$ cat src/rtl/uart_tx_feeder_if.sv
// uart_tx_feeder_if
// Bundles the host-side byte FIFO signals and the transmitter handshake
// of uart_tx_feeder into one interface.
//   wr_en, wr_dat  : byte write strobe and data into the FIFO
//   full, empty    : FIFO occupancy flags
//   level          : FIFO occupancy count, 0..2^DEPTH_LOG2
//   ovf, tx_err    : sticky overflow and handshake-timeout flags
//   err_clr        : clears both sticky flags
//   tx_ing         : busy flag from the UART transmitter
//   tx_en, tx_dat  : one-cycle launch pulse and byte to the transmitter
// Modports: master = host/transmitter side, slave = the feeder itself.
interface uart_tx_feeder_if #(
  parameter int DEPTH_LOG2 = 4
);
  logic                  wr_en;
  logic [7:0]            wr_dat;
  logic                  full;
  logic                  empty;
  logic [DEPTH_LOG2:0]   level;
  logic                  ovf;
  logic                  tx_err;
  logic                  err_clr;
  logic                  tx_ing;
  logic                  tx_en;
  logic [7:0]            tx_dat;

  modport master (
    output wr_en, wr_dat, err_clr, tx_ing,
    input  full, empty, level, ovf, tx_err, tx_en, tx_dat
  );

  modport slave (
    input  wr_en, wr_dat, err_clr, tx_ing,
    output full, empty, level, ovf, tx_err, tx_en, tx_dat
  );
endinterface

$ cat src/rtl/uart_tx_feeder.sv
// uart_tx_feeder
// Byte FIFO plus launch sequencer placed directly upstream of the UART
// transmitter. Bytes are popped one at a time into tx_dat, launched with
// a single-cycle tx_en, and the transmitter's tx_ing busy flag is then
// tracked until the frame completes. A frame whose tx_ing never rises
// within ACK_TIMEOUT cycles is dropped and flagged on tx_err.
// Ports:
//   clk  : system clock
//   rstn : asynchronous active-low reset
//   bus  : uart_tx_feeder_if.slave (FIFO write side, status, tx handshake)
// Optional feature: define UART_TX_GAP_EN to insert GAP_CYCLES idle
// clocks after every completed frame.
module uart_tx_feeder #(
  parameter int DEPTH_LOG2  = 4,
  parameter int ACK_TIMEOUT = 4,
  parameter int GAP_CYCLES  = 16
) (
  input  logic            clk,
  input  logic            rstn,
  uart_tx_feeder_if.slave bus
);
  localparam int DEPTH = 1 << DEPTH_LOG2;
  localparam int ACK_W = $clog2(ACK_TIMEOUT + 1);

  // Both counters compare against (value - 1), so zero would never match.
  if (ACK_TIMEOUT < 1 || GAP_CYCLES < 1) begin : g_param_check
    $error("uart_tx_feeder: ACK_TIMEOUT and GAP_CYCLES must be at least 1");
  end

`ifdef UART_TX_GAP_EN
  localparam int GAP_W = $clog2(GAP_CYCLES + 1);
  typedef enum logic [2:0] {IDLE, START, WAIT_BUSY, WAIT_DONE, GAP} state_t;
`else
  typedef enum logic [1:0] {IDLE, START, WAIT_BUSY, WAIT_DONE} state_t;
`endif

  state_t                state;
  state_t                state_next;
  logic [7:0]            mem [DEPTH];
  logic [DEPTH_LOG2-1:0] wr_ptr;
  logic [DEPTH_LOG2-1:0] rd_ptr;
  logic [DEPTH_LOG2:0]   level;
  logic [ACK_W-1:0]      ack_cnt;
`ifdef UART_TX_GAP_EN
  logic [GAP_W-1:0]      gap_cnt;
`endif
  logic                  full;
  logic                  empty;
  logic                  wr_ok;
  logic                  pop;
  logic                  timeout;
  logic                  ovf;
  logic                  tx_err;
  logic                  tx_en;
  logic [7:0]            tx_dat;

  // full is derived from the registered level, so a pop in the same cycle
  // cannot rescue a write that arrives while full.
  assign full  = (level == (DEPTH_LOG2 + 1)'(DEPTH));
  assign empty = (level == '0);
  assign wr_ok = bus.wr_en && !full;

  // Next-state logic; pop only ever fires from IDLE with data present and
  // the transmitter idle, so the FIFO is never read while empty.
  always_comb begin
    state_next = state;
    pop        = 1'b0;
    timeout    = 1'b0;
    unique case (state)
      IDLE: begin
        if (!empty && !bus.tx_ing) begin
          pop        = 1'b1;
          state_next = START;
        end
      end
      START: begin
        state_next = WAIT_BUSY;
      end
      WAIT_BUSY: begin
        if (bus.tx_ing) begin
          state_next = WAIT_DONE;
        end else if (ack_cnt == ACK_W'(ACK_TIMEOUT - 1)) begin
          timeout    = 1'b1;
          state_next = IDLE;
        end
      end
      WAIT_DONE: begin
        if (!bus.tx_ing) begin
`ifdef UART_TX_GAP_EN
          state_next = GAP;
`else
          state_next = IDLE;
`endif
        end
      end
`ifdef UART_TX_GAP_EN
      GAP: begin
        if (gap_cnt == GAP_W'(GAP_CYCLES - 1)) begin
          state_next = IDLE;
        end
      end
`endif
      default: begin
        state_next = IDLE;
      end
    endcase
  end

  // State register plus the per-state counters. tx_en is registered from
  // the next state so it is high for exactly the START cycle.
  always_ff @(posedge clk or negedge rstn) begin
    if (!rstn) begin
      state   <= IDLE;
      tx_en   <= 1'b0;
      ack_cnt <= '0;
`ifdef UART_TX_GAP_EN
      gap_cnt <= '0;
`endif
    end else begin
      state <= state_next;
      tx_en <= (state_next == START);
      if (state == START) begin
        ack_cnt <= '0;
      end else if (state == WAIT_BUSY && !bus.tx_ing) begin
        ack_cnt <= ack_cnt + 1'b1;
      end
`ifdef UART_TX_GAP_EN
      if (state == WAIT_DONE) begin
        gap_cnt <= '0;
      end else if (state == GAP) begin
        gap_cnt <= gap_cnt + 1'b1;
      end
`endif
    end
  end

  // Storage needs no reset: reset empties the queue via the pointers.
  always_ff @(posedge clk) begin
    if (wr_ok) begin
      mem[wr_ptr] <= bus.wr_dat;
    end
  end

  // Pointers, occupancy and the launched byte.
  always_ff @(posedge clk or negedge rstn) begin
    if (!rstn) begin
      wr_ptr <= '0;
      rd_ptr <= '0;
      level  <= '0;
      tx_dat <= 8'h00;
    end else begin
      if (wr_ok) begin
        wr_ptr <= wr_ptr + 1'b1;
      end
      if (pop) begin
        rd_ptr <= rd_ptr + 1'b1;
        tx_dat <= mem[rd_ptr];
      end
      unique case ({wr_ok, pop})
        2'b10:   level <= level + 1'b1;
        2'b01:   level <= level - 1'b1;
        default: level <= level;
      endcase
    end
  end

  // Sticky error flags; a set event outranks err_clr in the same cycle.
  always_ff @(posedge clk or negedge rstn) begin
    if (!rstn) begin
      ovf    <= 1'b0;
      tx_err <= 1'b0;
    end else begin
      if (bus.wr_en && full) begin
        ovf <= 1'b1;
      end else if (bus.err_clr) begin
        ovf <= 1'b0;
      end
      if (timeout) begin
        tx_err <= 1'b1;
      end else if (bus.err_clr) begin
        tx_err <= 1'b0;
      end
    end
  end

  assign bus.full   = full;
  assign bus.empty  = empty;
  assign bus.level  = level;
  assign bus.ovf    = ovf;
  assign bus.tx_err = tx_err;
  assign bus.tx_en  = tx_en;
  assign bus.tx_dat = tx_dat;
endmodule
$ cat src/flat_wrapper.sv
// flat-port wrapper written by rule: the top's interface ports become plain ports
module uart_tx_feeder_flat 
#(
  parameter int DEPTH_LOG2  = 4,
  parameter int ACK_TIMEOUT = 4,
  parameter int GAP_CYCLES  = 16
)
  (clk, rstn, bus_wr_en, bus_wr_dat, bus_err_clr, bus_tx_ing, bus_full, bus_empty, bus_level, bus_ovf, bus_tx_err, bus_tx_en, bus_tx_dat);
  uart_tx_feeder_if #(.DEPTH_LOG2(DEPTH_LOG2)) bus_i ();
  input  logic clk;
  input  logic rstn;
  input wire logic [$bits(bus_i.wr_en)-1:0] bus_wr_en;
  input wire logic [$bits(bus_i.wr_dat)-1:0] bus_wr_dat;
  input wire logic [$bits(bus_i.err_clr)-1:0] bus_err_clr;
  input wire logic [$bits(bus_i.tx_ing)-1:0] bus_tx_ing;
  output wire logic [$bits(bus_i.full)-1:0] bus_full;
  output wire logic [$bits(bus_i.empty)-1:0] bus_empty;
  output wire logic [$bits(bus_i.level)-1:0] bus_level;
  output wire logic [$bits(bus_i.ovf)-1:0] bus_ovf;
  output wire logic [$bits(bus_i.tx_err)-1:0] bus_tx_err;
  output wire logic [$bits(bus_i.tx_en)-1:0] bus_tx_en;
  output wire logic [$bits(bus_i.tx_dat)-1:0] bus_tx_dat;
  assign bus_i.wr_en = bus_wr_en;
  assign bus_i.wr_dat = bus_wr_dat;
  assign bus_i.err_clr = bus_err_clr;
  assign bus_i.tx_ing = bus_tx_ing;
  assign bus_full = bus_i.full;
  assign bus_empty = bus_i.empty;
  assign bus_level = bus_i.level;
  assign bus_ovf = bus_i.ovf;
  assign bus_tx_err = bus_i.tx_err;
  assign bus_tx_en = bus_i.tx_en;
  assign bus_tx_dat = bus_i.tx_dat;
  uart_tx_feeder #(.DEPTH_LOG2(DEPTH_LOG2), .ACK_TIMEOUT(ACK_TIMEOUT), .GAP_CYCLES(GAP_CYCLES)) u_core (.clk(clk), .rstn(rstn), .bus(bus_i));
endmodule
$ cat config.mk
export PLATFORM = sky130hd
export DESIGN_NAME = uart_tx_feeder_flat
export DESIGN_NICKNAME = d
export VERILOG_FILES = /design/src/rtl/uart_tx_feeder_if.sv /design/src/rtl/uart_tx_feeder.sv /design/src/flat_wrapper.sv
export SDC_FILE = /design/constraint.sdc
export NUM_CORES = 1
export LEC_CHECK = 0
export ABC_AREA = 1
export CELL_PAD_IN_SITES_DETAIL_PLACEMENT = 0
export CELL_PAD_IN_SITES_GLOBAL_PLACEMENT = 1
export CORE_MARGIN = 2
export CORE_UTILIZATION = 40
export CTS_CLUSTER_DIAMETER = 40
export DETAILED_ROUTE_END_ITERATION = 16
export GPL_TIMING_DRIVEN = 0
export PLACE_DENSITY = 0.76
export SYNTH_ARGS = -nofsm -noshare
export SYNTH_HDL_FRONTEND = slang
export SYNTH_SLANG_ARGS = --single-unit
$ cat constraint.sdc
create_clock -name clk -period 3.6 [get_ports clk]
set_clock_uncertainty 0.05 [all_clocks]
set_input_delay 0.72 -clock clk [delete_from_list [all_inputs] [get_ports clk]]
set_output_delay 0.72 -clock clk [all_outputs]
set_load 0.01 [all_outputs]
# Yosys cells after proc, flatten, opt, wreduce, memory -nomap -nowiden
# Memories as Yosys holds them, arrays and structs flattened. A register that Yosys moved wholly into a read port is not among the register bits.
# Cells that the tools add are included.
# totals
register_bits,21
mem_bits_rw,128
input_bits,13
output_inout_bits,18
word_cells,54
n_memories,1
# memory_table
memory,depth,word_bits,read_ports,rd_clocked_by_memory_dff,write_ports,line,source
u_core.mem,16,8,1,1,1,uart_tx_feeder.sv:39,logic [7:0] mem [DEPTH];
# op_classes
n_addsub,5
n_eq_ne,8
mux,18
n_reduce_logical,14
# ops
cell,count
$mux 1,10
$pmux 5 s2,1
$add 4x1->4 const B,2
$mux 2,4
$pmux 2 s4,1
$reduce_bool 2->1,4
$eq 2x1->1 const B,3
$eq 2x2->1 const B,3
$mux 3,2
$add 5x1->5 const B,1
$eq 5x5->1 const B,1
$logic_not 5->1,1
$sub 5x1->5 const B,1
$logic_and 1x1->1,4
$logic_not 1->1,4
$add 3x1->3 const B,1
$eq 3x2->1 const B,1
$logic_not 2->1,1

# Depth between registers and ports, before layout
# depth
word_depth,7
ltp_mapped,17
ltp_nobuf,16

# Worst setup path after synthesis
# OpenSTA, ideal clock, no wires.
# synth_path
path_type,input -> register
start,in bus_tx_ing
end,reg u_core.level[4] (netlist: u_core.bus.level[4])
setup_ps,65
arrival_ps,2298
required_time_ps,3485
slack_ps,1187
path_stages,14
path_buffers,1
path_cell_list,nor3_1 > nand2_2 > inv_1 > buf_4 > ha_1 > xor2_1 > ha_1 > inv_1 > nand2_1 > nand3_1 > nand2_1 > xor2_1 > nand2_1 > nand2_1
# synth_via
elab_chain_cells,6
elab_cells_between_ends,8
classes_between,2 x eq/ne; 3 x mux; 3 x reduce/logical
# synth_lines
item,line,source
start: declaration,flat_wrapper.sv:15,input wire logic [$bits(bus_i.tx_ing)-1:0] bus_tx_ing;
$logic_not 1->1 *,uart_tx_feeder.sv:71,if (!empty && !bus.tx_ing) begin
$logic_and 1x1->1 *,uart_tx_feeder.sv:71,
$mux 1 *,uart_tx_feeder.sv:71,
$mux 1 *,uart_tx_feeder.sv:69,unique case (state)
via u_core.pop,uart_tx_feeder.sv:50,logic pop;
$eq 2x1->1 / $eq 2x2->1 (equally long branches),uart_tx_feeder.sv:159,"unique case ({wr_ok, pop})"
$pmux 5 s2 / $reduce_bool 2->1 (equally long branches),--,
end signal: assignment,uart_tx_feeder.sv:160,2'b10: level <= level + 1'b1;
end signal: assignment,uart_tx_feeder.sv:161,2'b01: level <= level - 1'b1;
end signal: assignment,uart_tx_feeder.sv:162,default: level <= level;
end: declaration,uart_tx_feeder.sv:42,logic [DEPTH_LOG2:0] level;
# The timed path passes the listed nets; every way through them passes the cells marked *.
# A chain may end at the register's enable or synchronous reset.

# Worst setup path after layout
# Ends and elaborated chain as after synthesis.

==> results by group <==
Power
  – Leak pwr: around 3.6 nW
  – Switch share: between 30% and 40%
  – Pint: between 4 and 5 mW
  – Seq pwr share: 36.9%
  – Comb power frac: 35.8%
  – NetSw: about 2.4 mW
  – PwrDens: 795.2 nW/um^2
  – Clock Power Share: between 20% and 30%
  – Worst VDD drop: 381.7 uV

Worst setup path
  – Slowest cell on crit path: clkdlybuf4s50_1
  – Worst-path maximum fanout: 11
  – Buf+Inv Stages, Crit Path: 4
  – CP Capture Type: flip-flop
  – Critical Path RT: between 3 and 4 ns
  – Crit start category: primary input
  – Most Frequent Cell on Critical Path: nand2_1
  – Cells on worst reg2reg path: 14
  – Largest stage delay on the critical path: ~0.42 ns
  – Worst EP arrival: ~3 ns
  – Cells along the critical path: clkdlybuf4s50_1 > nor3_1 > nand2_2 > inv_1 > buf_4 > ha_1 > xor2_1 > ha_1 > inv_1 > nand2_1 > nand3_1 > nand2_1 > xor2_1 > nand2_1 > nand2_1
  – Largest delay share family, worst path: buffers and inverters
  – CP Class: primary input to flip-flop
  – Cell depth of the worst setup path: 15

Finish
  – ANT cells: 0
  – Design area: about 8000 um^2
  – Final nets: a little under 800
  – Ratio of cells with drive above 1 in the final layout: between 8 and 9%
  – Area growth, synth to finish: 16.95%

Clocking
  – CTS buffer count: 17
  – Worst-Skew Late Latency: 0.42 ns
  – Postcts setup bufs: 0
  – Sink Count: around 160
  – CTS max path bufs: 2
  – Post-CTS resize count: 0
  – CTS clk-pin slew, worst paths: approximately 0.06 ns
  – CTS root buffer: clkbuf_16
  – CTS Hold Buffers Added: 0
  – CTS H-tree lvls: 4
  – CTS tree: built

Floorplanning
  – Site row count: 48
  – Starting density of the core: between 40 and 50%
  – Die Ht: between 100 and 150 um
  – Die area: around 19,000 um^2
  – IO Pins: 31
  – Die Width: ~140 um
  – Core area: 17,180 um^2

Global route
  – Number of global-route vias before repair: 4,508
  – Total gr overflow: 0
  – Total GRT Usage: approximately a fifth
  – Initial antenna violation count: 0
  – First-pass GRT wire length: around 26,000 um
  – Largest net degree at the start of global routing: 30

Placed design
  – IO Port Bufs: 30
  – GP Congestion: between 0.8 and 0.9
  – HPWL Detailed: roughly 12,000 um
  – Placed cell area: ~7600 um^2

Min path
  – HP Class: primary input to asynchronous set/reset pin

Routing
  – Final ANT Viol Nets: 0
  – Number of remaining DRC errors: 0
  – Total number of vias: 4,787
  – Vias per Instance: just under 5
  – Routed wire length: 17,420 um
  – DRT Pass-1 Iters: 5
  – Drt wl/cell: around 18 um
  – First DRT Iteration DRCs: 572

Synth
  – Synth area leader: edfxtp_1
  – Avg Cell Area, Syn: approximately 10 um^2
  – Seq/Total Area, Yosys: around two thirds
  – Mapped Cells: roughly 700
  – YS warnings: 0
  – Mapped Nets: about 720
  – Top cell type's share of synthesized area: roughly 55%
  – Synth unique cells: 28
  – Syn Std Cell Area: approximately 7000 um^2
  – FF+latch count, synth: approximately 160
  – Top post-synthesis cells by area: edfxtp_1 (55%), nand2_1 (12%), dfrtp_1 (10%)

Timing
  – Fmax: about 370 MHz
  – Final Hold Viols: 0
  – Max transition margin: between 10% and 20%
  – RSZ-0062 raised after global routing: no
  – Final period utilization: between 70% and 80%
  – WHS: ~0.3 ns
  – Measured slew at the worst slew-check pin: approximately 1.3 ns
  – Final number of max-transition violations: 0
  – Setup TNS: 0 ns
  – Final Setup Violations: 0
  – Tmin final: about 2.7 ns

Run status
  – Status: complete, no violations

Run
  – MaxCap Viol Count: 0
metrics by stage:
step / setup slack, ns / total power [mW] / instances / util [%]
floorplan: 1.187 / 3.877 / 698 / -
global placement: 0.3883 / 4.699 / 953 / 44.14
detailed placement: 0.4134 / 4.741 / 954 / 44.21
CTS: 0.8553 / 6.522 / 986 / 47.60
global route: 0.6670 / 6.849 / 987 / 47.65
finish: 0.8899 / 6.509 / 987 / 47.65
cells in the mapped netlist:
cell        n
a21boi_0    1
a21oi_1     1
a22o_1      1
buf_2      17
buf_4       8
buf_6       1
clkbuf_1    2
clkinv_1    1
dfrtp_1    29
edfxtp_1  128
ha_1       11
inv_1     124
inv_2       1
nand2_1   223
nand2_2     3
nand3_1   102
nand4_1     1
nor2_1      8
nor2_2      1
nor3_1     13
o211ai_1    1
o21a_1      1
o21ai_0     7
o21ai_2     1
o21bai_1    1
o22ai_1     1
xnor2_1     1
xor2_1      9
power by group through the flow:
| stage | clock, mW | sequential [mW] | combinational, mW |
|---|---|---|---|
| after floorplan | 0 | 2.44 | 1.44 |
| after global placement | 0 | 2.42 | 2.28 |
| after detailed placement | 0 | 2.44 | 2.30 |
| after CTS | 1.80 | 2.40 | 2.32 |
| after global routing | 1.87 | 2.43 | 2.55 |
| final | 1.78 | 2.40 | 2.33 |
sequential cells by signal (all words and copies together) (netlist names):
register,cells
u_core.bus.tx_en,1
u_core.bus.ovf,1
u_core.bus.tx_err,1
u_core.bus.level,5
u_core.wr_ptr,4
u_core.mem,128
u_core.rd_ptr,4
u_core.bus.tx_dat,8
u_core.ack_cnt,3
u_core.state,2
path summary, 6_finish.rpt:
path	endpoint	startpoint	slack (ns)
setup / recovery	u_core.bus.level[4]	bus_tx_ing	0.89
hold / removal	u_core.bus.tx_en	rstn	0.31
setup reg to reg	u_core.bus.level[4]	u_core.bus.level[0]	0.93
hold reg to reg	u_core.bus.tx_dat[0]	u_core.bus.tx_dat[0]	0.43
max in group asynchronous	u_core.bus.level[1]	rstn	2.71
min in group clk	u_core.bus.tx_dat[0]	u_core.bus.tx_dat[0]	0.43
layout make-up:
type	count	area, um^2
fillers	1616	8991
flip-flops and latches	157	4569
multi-input cells	387	1808
inverters	126	473.0
clock buffers	19	432.9
repair buffers	32	307.8
well taps	225	281.5
plain buffers	28	163.9
clock inverters	13	148.9
logic make-up after synthesis:
kind of cell,after synthesis,share of synthesized area (%)
compound gates,15,1.341
simple gates,351,21.06
xor+xnor,10,1.251
fa+ha+maj,11,1.966
flops,157,65.28
buf+inv,154,9.099
cells in the final DEF, fill, tap and decap left out, types with 2 or more instances in the layout:
cell	instances
nand3_1	102
clkinv_1	2
ha_1	11
clkinv_2	5
nand2_2	3
clkinvlp_4	4
clkbuf_1	4
nor2_1	8
clkbuf_16	17
clkdlybuf4s50_1	29
inv_1	124
o21ai_0	7
buf_2	19
dfrtp_1	29
xor2_1	9
nor3_1	10
edfxtp_1	128
nor3_2	3
nand2_1	223
bufinv_16	3
buf_4	9
metal layers:
layer,GRT usage [%],part of all wire (%)
met5,0,0
met4,6.655,1.7
met3,3.542,5.0
met2,31.49,47
met1,27.20,46
(Power assumes the default switching activity.)
